File: src/rtl/key_debounce_multi.sv
// Multi-key debouncer: 2-flop sync, polarity normalisation and a stability counter per key,
// registered press/release pulses. Define KEY_LONG_PRESS_EN to add a per-key long-press pulse.
module key_debounce_multi #(
    parameter int unsigned NUM_KEYS        = 4,
    parameter int unsigned DEBOUNCE_CYCLES = 1000000,
    parameter bit          ACTIVE_LOW      = 1'b1,
    parameter int unsigned LONG_CYCLES     = 50000000
) (
    input  logic                clk,
    input  logic                rst_n,
    input  logic [NUM_KEYS-1:0] key,
    output logic [NUM_KEYS-1:0] key_level,
    output logic [NUM_KEYS-1:0] key_press,
    output logic [NUM_KEYS-1:0] key_release,
    output logic [NUM_KEYS-1:0] key_long
);

    localparam int unsigned          CNT_W        = (DEBOUNCE_CYCLES > 1) ? $clog2(DEBOUNCE_CYCLES) : 1;
    localparam logic [CNT_W-1:0]     CNT_MAX      = CNT_W'(DEBOUNCE_CYCLES - 1);
    localparam logic [NUM_KEYS-1:0]  RELEASED_PIN = {NUM_KEYS{ACTIVE_LOW}};

    logic [NUM_KEYS-1:0] sync1_q, sync1_d;
    logic [NUM_KEYS-1:0] sync2_q, sync2_d;
    logic [NUM_KEYS-1:0] level_q, level_d;
    logic [NUM_KEYS-1:0] press_q, press_d;
    logic [NUM_KEYS-1:0] release_q, release_d;
    logic [CNT_W-1:0]    cnt_q [NUM_KEYS];
    logic [CNT_W-1:0]    cnt_d [NUM_KEYS];
    logic [NUM_KEYS-1:0] sample;

    // Synchroniser chain; sample is the normalised level, 1 = pressed
    always_comb begin
        sync1_d = key;
        sync2_d = sync1_q;
        sample  = sync2_q ^ RELEASED_PIN;
    end

    // Any disagreement must persist DEBOUNCE_CYCLES edges; a matching sample restarts it
    always_comb begin
        level_d   = level_q;
        press_d   = '0;
        release_d = '0;
        for (int i = 0; i < int'(NUM_KEYS); i++) begin
            cnt_d[i] = '0;
            if (sample[i] != level_q[i]) begin
                if (cnt_q[i] == CNT_MAX) begin
                    level_d[i]   = sample[i];
                    press_d[i]   = sample[i];
                    release_d[i] = ~sample[i];
                end else begin
                    cnt_d[i] = cnt_q[i] + CNT_W'(1);
                end
            end
        end
    end

    // Sync flops reset to the idle pin level so no spurious qualification follows reset
    always_ff @(posedge clk) begin
        if (!rst_n) begin
            sync1_q   <= RELEASED_PIN;
            sync2_q   <= RELEASED_PIN;
            level_q   <= '0;
            press_q   <= '0;
            release_q <= '0;
            for (int i = 0; i < int'(NUM_KEYS); i++) begin
                cnt_q[i] <= '0;
            end
        end else begin
            sync1_q   <= sync1_d;
            sync2_q   <= sync2_d;
            level_q   <= level_d;
            press_q   <= press_d;
            release_q <= release_d;
            cnt_q     <= cnt_d;
        end
    end

    assign key_level   = level_q;
    assign key_press   = press_q;
    assign key_release = release_q;

`ifdef KEY_LONG_PRESS_EN
    localparam int unsigned       HOLD_W    = $clog2(LONG_CYCLES + 1);
    localparam logic [HOLD_W-1:0] HOLD_MAX  = HOLD_W'(LONG_CYCLES);
    localparam logic [HOLD_W-1:0] HOLD_FIRE = HOLD_W'(LONG_CYCLES - 1);

    logic [HOLD_W-1:0]   hold_q [NUM_KEYS];
    logic [HOLD_W-1:0]   hold_d [NUM_KEYS];
    logic [NUM_KEYS-1:0] long_q, long_d;

    // Hold counter restarts on each accepted press and saturates, giving one pulse per press
    always_comb begin
        long_d = '0;
        for (int i = 0; i < int'(NUM_KEYS); i++) begin
            hold_d[i] = hold_q[i];
            if (!level_q[i] || press_d[i]) begin
                hold_d[i] = '0;
            end else if (hold_q[i] < HOLD_MAX) begin
                hold_d[i] = hold_q[i] + HOLD_W'(1);
                long_d[i] = (hold_q[i] == HOLD_FIRE) && !release_d[i];
            end
        end
    end

    always_ff @(posedge clk) begin
        if (!rst_n) begin
            long_q <= '0;
            for (int i = 0; i < int'(NUM_KEYS); i++) begin
                hold_q[i] <= '0;
            end
        end else begin
            long_q <= long_d;
            hold_q <= hold_d;
        end
    end

    assign key_long = long_q;
`else
    localparam bit LONG_CFG_OK = (LONG_CYCLES >= 1);

    // Long-press feature absent: output is a constant 0
    assign key_long = {NUM_KEYS{1'b0}} & {NUM_KEYS{LONG_CFG_OK}};
`endif

endmodule
File: config.mk
export PLATFORM = sky130hd
export DESIGN_NAME = key_debounce_multi
export DESIGN_NICKNAME = d
export VERILOG_FILES = /design/src/rtl/key_debounce_multi.sv
export SDC_FILE = /design/constraint.sdc
export NUM_CORES = 1
export LEC_CHECK = 0
export BUFFER_PORTS_ARGS = -buffer_cell sky130_fd_sc_hd__clkbuf_2
export CELL_PAD_IN_SITES_DETAIL_PLACEMENT = 1
export CELL_PAD_IN_SITES_GLOBAL_PLACEMENT = 1
export CORE_MARGIN = 1
export CORE_UTILIZATION = 47
export DETAILED_ROUTE_END_ITERATION = 10
export PLACE_DENSITY_LB_ADDON = 0.1
export SLEW_MARGIN = 5
export SYNTH_ARGS = -nofsm -noshare
export SYNTH_HDL_FRONTEND = slang
export SYNTH_SLANG_ARGS = --single-unit
File: constraint.sdc
create_clock -name clk -period 2.51 [get_ports clk]
set_input_delay 0.502 -clock clk [delete_from_list [all_inputs] [get_ports clk]]
set_output_delay 0.502 -clock clk [all_outputs]
set_load 0.05 [all_outputs]
Word level (Yosys, flattened, before mapping)

Cells that the tools add are included.

Equality and inequality tests: 8
Add/sub/neg operators: 4
Bitwise logic cells: 10
Reduce and logical (&&, ||, !) cells: 12

Operators by type and width:

| kind                                           | number |
|---|---|
| adder 20 x 1 -> 20 bit (second input constant) | 4 |
| == test 20 bit (second input constant)         | 4 |
| AND reduction 3 bit                            | 4 |
| OR reduction 3 bit                             | 4 |
| inverter 1 bit                                 | 9 |
| AND reduction 2 bit                            | 4 |
| inequality test 1 bit                          | 4 |
| inverter 4 bit                                 | 1 |

Input port bits: 6
Word-level logic and storage cells: 52
Bits in registers: 100

Logic depth before layout (Yosys ltp)

Gate-level depths: netlist of the first run.

Word-level depth: 4
Gate-level depth with buffers: 7
Mapped depth without buffers: 5

Worst setup path after synthesis of the first run

No wires, ideal clock.

Path kind: reg2reg
Start point: register cnt_q[0] (netlist name)
End point: register cnt_q[15] (netlist name)
Data arrival time: 1732 ps
Library setup time: 115 ps
Path slack: 663 ps
Stages on the path, launching flop included: 7
Period minus slack after synthesis: 1847 ps
Buffers on the path: 1
Cell sequence: dfxtp_1 -> ha_1 -> nand3_2 -> or4_4 -> o21bai_4 -> buf_6 -> nor2_1

Longest elaborated chain between the ends: 2
Elaborated cells between the ends (all ways): 3

Ends and longest elaborated chain:

| what                                                                           | RTL line | source |
|---|---|---|
| start: declaration                                                             | 27       | `logic [CNT_W-1:0] cnt_q [NUM_KEYS];` |
| start signal: assignment                                                       | 74       | `cnt_q <= cnt_d;` |
| parallel branches: the longest is 2 deep, another holds adder 20 x 1 -> 20 bit | -        |  |

Several ways; the timed one is not identified.
A chain may end at the register's enable or synchronous reset.

Final worst setup path of the first run

Start point: register cnt_q[0] (netlist name)
End point: register cnt_q[5] (netlist name)

Same word-level chain as after synthesis.

==> reports/summary.txt, run 1 <==
most frequent cells in the layout -> dfxtp_1, nor2_1, xnor2_1
Critical Path Slowest Stage Cell -> or4_4
RSZ-0062 raised after global routing -> false
Final period util -> 82.5%
WL met3 -> 200 µm
met1 WL -> 4420 µm
first-pass GRT wire length -> 16300 µm
ys flop type -> dfxtp_1
Iteration-0 DRC Markers -> 52
Worst R2R Setup Slack -> 0.44 ns
syn_area_per_cell -> 9.14 µm²
post-cts resize count -> 0
max-cap violation count -> 0
final setup vio count -> 0
initial antenna violation count -> 0
filler instances -> 1045
reg2reg start -> cnt_q[0]
CTS max path bufs -> 2
total track usage -> 20.7%
final antenna-violating net count -> 0
vias post-DR -> 3430
relative slew slack -> 54.6%
Fin Clk Skew -> 0.00857 ns
nets -> 509
fraction of layout cells with a size suffix above 1 -> 11.1%
ys async rst share -> 0%
Peak VDD IR -> 0.320 mV
Hold EP -> sync1_q[2]
Ys Warns -> 0
Reg clk slew, reported paths -> 0.09 ns
flops & latches, synth -> 100
WL met2 -> 4620 µm
Crit Path Class -> flop to flop
DRC -> 0
Die ar. -> 9700 µm²
area delta synth->final -> 8.89%
Sink Count -> 100
Synth cell types -> 50
crit-path max FO -> 19
register area share after synthesis -> 45.7%
Layout Utilization -> 53.9%
highest metal used -> met4
die width -> 98.5 µm
CTS hold repair buffers -> 0
H-tree Lvls -> 3
I/O pin cnt -> 22
crit path time final -> 2.07 ns
Arrival @ worst endpoint -> 2.31 ns
crit-path leading delay family -> simple AND/OR/NAND/NOR gates
status -> completed
slew of the pin with the lowest slew margin -> 0.675 ns
Leakage -> 1.53 nW
overall power -> 0.00278 W
Via density -> 5.60
Post-Route WL -> 9340 µm
Max stage delay on crit path -> 0.62 ns
hold_sp -> key[2]
FF-to-FF path depth -> 5
critical path buffer and inverter count -> 0
max frequency -> 0.483 GHz
Die H -> 98.5 µm
critical-path cell list -> ha_1 > nand3_2 > or4_4 > o21bai_4 > nor2_1
DR WL/cell -> 15.3 µm
RR Endpoint -> cnt_q[5]
Worst Hold Class -> input pin to flop
Hold Fails Final Rpt -> 0
Pre-antenna DRT Iters -> 6
total CTS buffers -> 9
Clk Tree Root Cell -> clkbuf_8
PwrDens -> 583 nW/µm²
n_diodes -> 0
CTS tree -> yes
Core ar. -> 8850 µm²
vias in the first global route -> 3476
WHS Path Cells -> 2
Post-synth EDFFs -> 0
most common cell after layout, fill and taps aside -> dfxtp_1
Slew Limit Fails -> 0
Port Buffers -> 17
critical path launch point type -> flop
clock latency on the worst-skew pair -> 0.36 ns
RePlAce Congestion -> 0.772
Post-DP HPWL -> 6590 µm
Mapped Area -> 4380 µm²
final setup TNS -> 0 ns
largest net degree at the start of global routing -> 20
cell count after synthesis -> 479
CP Data Required Time -> 2.75 ns
Rows -> 34
Worst setup EP type -> flop
total setup buffers inserted after CTS -> 0
GR Overflow Total -> 0
initial core utilization -> 49.5%
==> worst reg2reg max path, stage by stage, from the launching register on <==
cell and delay [ns]:
dfxtp_1 0.41, ha_1 0.22, nand3_2 0.19, or4_4 0.62, o21bai_4 0.41, nor2_1 0.11
==> power breakdown <==
| part | total [W] | switching, W | internal (W) |
|---|---|---|---|
| sequential | 0.00160 | 0.00000619 | 0.00159 |
| clock | 0.00113 | 0.000542 | 0.000589 |
| combinational | 0.0000490 | 0.0000358 | 0.0000133 |
==> routing by layer <==
metal,global-route usage (%),up-vias
met5,0,-
met4,6.54,0
met3,4.33,10
met2,36.0,31
met1,25.6,1674
li1,-,1715
==> stage by stage <==
stage                     cells  hold WS, ns  area, µm²  setup slack [ns]
after global placement      596        0.389       4550             0.490
after detailed placement    596        0.397       4550             0.429
after global routing        612        0.317       4770             0.238
after CTS                   612        0.314       4770             0.387
final                       612        0.327       4770             0.438
after floorplan             482        0.386       4390             0.663
==> state kept, by name (all words and copies together), names as in the netlist <==
register and flops:
cnt_q 80, key_level 4, key_press 4, key_release 4, sync1_q 4, sync2_q 4
==> cell type report <==
class,instances,area (µm²),share of cell area [%]
Sequential cell,100,2000,42.0
Tap cell,108,135,2.84
Timing Repair Buffer,22,123,2.57
Inverter,16,60.1,1.26
Multi-Input combinational cell,350,2230,46.8
Clock buffer,12,145,3.05
Clock inverter,4,72.6,1.52
==> Yosys cell counts (5+ instances only) <==
library cell  number  area share, %
and4_1            11            2.2
dfxtp_1          100             46
nand2_1           27            2.3
nor2_1            73            6.3
buf_4              5           0.86
nand3_1           26            3.0
nor3_1            12            1.4
nor4_1            14            2.0
nand2b_1           8            1.1
or3_1             11            1.6
o21ai_0           13            1.5
xor2_1            26            5.2
inv_1             16            1.4
and3_1             7            1.0
xnor2_1           33            6.6
nand4_1           19            2.7
a21oi_1           14            1.6
clkbuf_1           6           0.51
==> cell families after synthesis <==
logic type / synth area share [%]
AOI/OAI and AO/OA: 6.03
xor gates and xnor gates: 11.8
adders and majority gates: 1.14
buffers and inverters: 3.60
DFF: 45.7
muxes: 0.229
other: 0.0857
and+or+nand+nor: 31.4
==> worst max-delay path by stage <==
| stage | startpoint | end | cells past startpoint |
|---|---|---|---|
| after global placement | cnt_q[0] | cnt_q[7] | 5 |
| after CTS | cnt_q[0] | cnt_q[5] | 5 |
| final | cnt_q[0] | cnt_q[5] | 5 |
| after floorplan | cnt_q[0] | cnt_q[15] | 6 |
| after global routing | cnt_q[0] | cnt_q[9] | 5 |
| after detailed placement | cnt_q[0] | cnt_q[5] | 5 |
No activity file was read; power rests on OpenSTA's default activity.
==> run 2: changes to the inputs <==
--- a/config.mk
+++ b/config.mk
@@ -5,11 +5,12 @@
 export SDC_FILE = /design/constraint.sdc
 export NUM_CORES = 1
 export LEC_CHECK = 0
+export ABC_AREA = 1
 export BUFFER_PORTS_ARGS = -buffer_cell sky130_fd_sc_hd__clkbuf_2
 export CELL_PAD_IN_SITES_DETAIL_PLACEMENT = 1
 export CELL_PAD_IN_SITES_GLOBAL_PLACEMENT = 1
 export CORE_MARGIN = 1
-export CORE_UTILIZATION = 47
+export CORE_UTILIZATION = 45
 export DETAILED_ROUTE_END_ITERATION = 10
 export PLACE_DENSITY_LB_ADDON = 0.1
 export SLEW_MARGIN = 5
==> constraint.sdc (replaced) <==
create_clock -name clk -period 2.1 [get_ports clk]
set_input_delay 0.42 -clock clk [delete_from_list [all_inputs] [get_ports clk]]
set_output_delay 0.42 -clock clk [all_outputs]
set_load 0.05 [all_outputs]
==> run 2 against run 1 <==
Effect of this change:
- final cell count grew 39%
- clock skew is essentially flat
- via count grew 24%
- sequential power grew 19%
- largest cell class unchanged
- combinational power grew 20%
- highest routed layer unchanged
- routed wire length grew 22%
==> reports/summary.txt, run 2 <==
RePlAce Congestion -> 0.821 (+6.4%)
initial core utilization -> 46.6% (-2.9 points)
critical path launch point type -> flop
Layout Utilization -> 50.1% (-3.7 points)
Post-DP HPWL -> 8640 µm (+31%)
Leakage -> 1.65 nW (+7.5%)
hold_sp -> key[2]
Worst setup EP type -> flop
largest net degree at the start of global routing -> 20 (unchanged)
flops & latches, synth -> 100 (unchanged)
Worst Hold Class -> input pin to flop
most frequent cells in the layout -> nand2_1, nor2_1, dfxtp_1
clock power share -> 38.7% (-2.0 points)
area delta synth->final -> 7.67%
register area share after synthesis -> 41.5% (-4.3 points)
Final Instance Area -> 5200 µm² (+9.1%)
total setup buffers inserted after CTS -> 0 (unchanged)
FF-to-FF path depth -> 8 (+3)
Crit. Startpoint -> cnt_q[0]
first-pass GRT wire length -> 19800 µm (+21%)
Fin Clk Skew -> 0.00899 ns (+0.000421 ns)
overall power -> 0.00321 W (+16%)
Mapped Area -> 4830 µm² (+10%)
critical path buffer and inverter count -> 0 (unchanged)
final setup vio count -> 0 (unchanged)
Sink Count -> 100 (unchanged)
max frequency -> 0.612 GHz (+27%)
max reg flops -> 80 (unchanged)
sequential cell fraction of total power -> 59.5% (+2.0 points)
Int Pwr -> 0.00249 W (+14%)
CTS max path bufs -> 2 (unchanged)
crit path time final -> 1.63 ns (-0.439 ns)
Reg clk slew, reported paths -> 0.10 ns (about the same)
nets -> 720 (+41%)
final setup TNS -> 0 ns (unchanged)
Pre-antenna DRT Iters -> 4 (-2)
Hold Fails Final Rpt -> 0 (unchanged)
Slew Limit Fails -> 0 (unchanged)
ys async rst share -> 0% (unchanged)
commonest cells in the netlist -> nand2_1, nor2_1, dfxtp_1
vias post-DR -> 4251 (+24%)
DP Area -> 5010 µm² (+10%)
cell count after synthesis -> 688 (+44%)
CTS tree -> yes
Peak VDD IR -> 0.400 mV (+25%)
I/O pin cnt -> 22 (unchanged)
DRC -> 0 (unchanged)
crit-path leading delay family -> simple AND/OR/NAND/NOR gates
n_diodes -> 0 (unchanged)
multi-input logic area -> 2510 µm² (+13%)
crit-path max FO -> 19 (unchanged)
critical-path cell list -> ha_1 > nand2_2 > nor2_4 > nand2_4 > nor2_4 > nand2_2 > nand2_4 > a21oi_1
initial antenna violation count -> 0 (unchanged)
Final period util -> 77.8% (-4.8 points)
Core ar. -> 10400 µm² (+17%)
Die ar. -> 11100 µm² (+15%)
Arrival @ worst endpoint -> 1.89 ns (-0.42 ns)
Port Buffers -> 17 (unchanged)
Comb power frac -> 1.8% (about the same)
Ys Warns -> 0 (unchanged)
die width -> 106 µm (+7.2%)
total CTS buffers -> 9 (unchanged)
post-cts resize count -> 0 (unchanged)
DR WL/cell -> 13.4 µm (-12%)
CTS hold repair buffers -> 0 (unchanged)
WP depth -> 8 (+3)
Critical Path Slowest Stage Cell -> dfxtp_1
RSZ-0062 raised after global routing -> false
PwrDens -> 618 nW/µm² (+5.9%)
Placed Instances -> 835 (+40%)
Finished Layout Cells -> 850 (+39%)
ys flop type -> dfxtp_1
count leader, synth -> nand2_1
GR Overflow Total -> 0 (unchanged)
Rows -> 37 (+8.8%)
FF+latch area -> 2000 µm² (unchanged)
Post-Route WL -> 11400 µm (+22%)
NetSw -> 0.000717 W (+23%)
Iteration-0 DRC Markers -> 109 (+110%)
top-area cell type share of the netlist area -> 41.5% (-4.3 points)
cell accounting for the most synthesized area -> dfxtp_1
Top reg by flops -> cnt_q
Die H -> 106 µm (+7.2%)
WHS Path Cells -> 2 (unchanged)
most common cell after layout, fill and taps aside -> nand2_1
syn_area_per_cell -> 7.02 µm² (-23%)
Crit Path Class -> flop to flop
clock latency on the worst-skew pair -> 0.38 ns (+0.02 ns)
final antenna-violating net count -> 0 (unchanged)
Max stage delay on crit path -> 0.38 ns (-0.24 ns)
reg2reg start -> cnt_q[0]
vias in the first global route -> 4351 (+25%)
Via density -> 5.00 (-11%)
H-tree Lvls -> 3 (unchanged)
total track usage -> 22.1% (+1.4 points)
Clk Tree Root Cell -> clkbuf_8
Synth cell types -> 30 (-40%)
filler instances -> 1380 (+32%)
Area contributors post-synth -> dfxtp_1, nand2_1, nor2_1
status -> completed
Post-synth EDFFs -> 0 (unchanged)
fraction of layout cells with a size suffix above 1 -> 10.4% (-0.75 points)
CP Data Required Time -> 2.36 ns (-0.39 ns)
switching share of power -> 22.3% (+1.3 points)
max-cap violation count -> 0 (unchanged)
==> run 2: layout make-up <==
class                           count  share of cell area, %
Tap cell                          136                   3.27
Sequential cell                   100                   38.5
Clock buffer                       11                   2.72
Timing Repair Buffer               17                   1.64
Inverter                           63                   4.55
Multi-Input combinational cell    519                   48.4
Clock inverter                      4                  0.963
==> run 2: layer usage <==
layer / global-route usage [%] / share of wire (%) / vias up
met2: 38.9 / 49 / 36
met1: 26.4 / 47 / 1992
met5: 0 / 0 / -
li1: - / - / 2205
met3: 4.82 / 2.5 / 18
met4: 7.74 / 1.8 / 0
==> run 2: final timing paths <==
check / end / slack (ns)
worst max-delay path: cnt_q[3] / 0.47
worst min-delay path: sync1_q[2] / 0.25
worst max register to register: cnt_q[3] / 0.47
worst min register to register: sync2_q[3] / 0.42
==> run 2: cell families after synthesis <==
kind of cell               after synthesis  synth area share (%)
and+or+nand+nor                        432                  39.4
DFF                                    100                  41.5
buffers and inverters                   72                  6.71
AOI/OAI and AO/OA                       48                  5.67
xor gates and xnor gates                31                  5.62
adders and majority gates                4                  1.04
other                                    1                0.0777
==> run 2: through the flow <==
stage                     worst slack (ns)  hold WS, ns
after global placement               0.531        0.396
final                                0.467        0.247
after CTS                            0.445        0.231
after floorplan                      0.475        0.393
after detailed placement             0.436        0.402
after global routing                 0.325        0.247
==> run 2: power by group through the flow <==
stage | registers, W | logic (W) | clock network (W)
after CTS | 0.00191 | 0.0000599 | 0.00130
final | 0.00191 | 0.0000587 | 0.00124
after floorplan | 0.00195 | 0.0000560 | 0
after global placement | 0.00195 | 0.0000572 | 0
after global routing | 0.00191 | 0.0000658 | 0.00136
after detailed placement | 0.00195 | 0.0000597 | 0
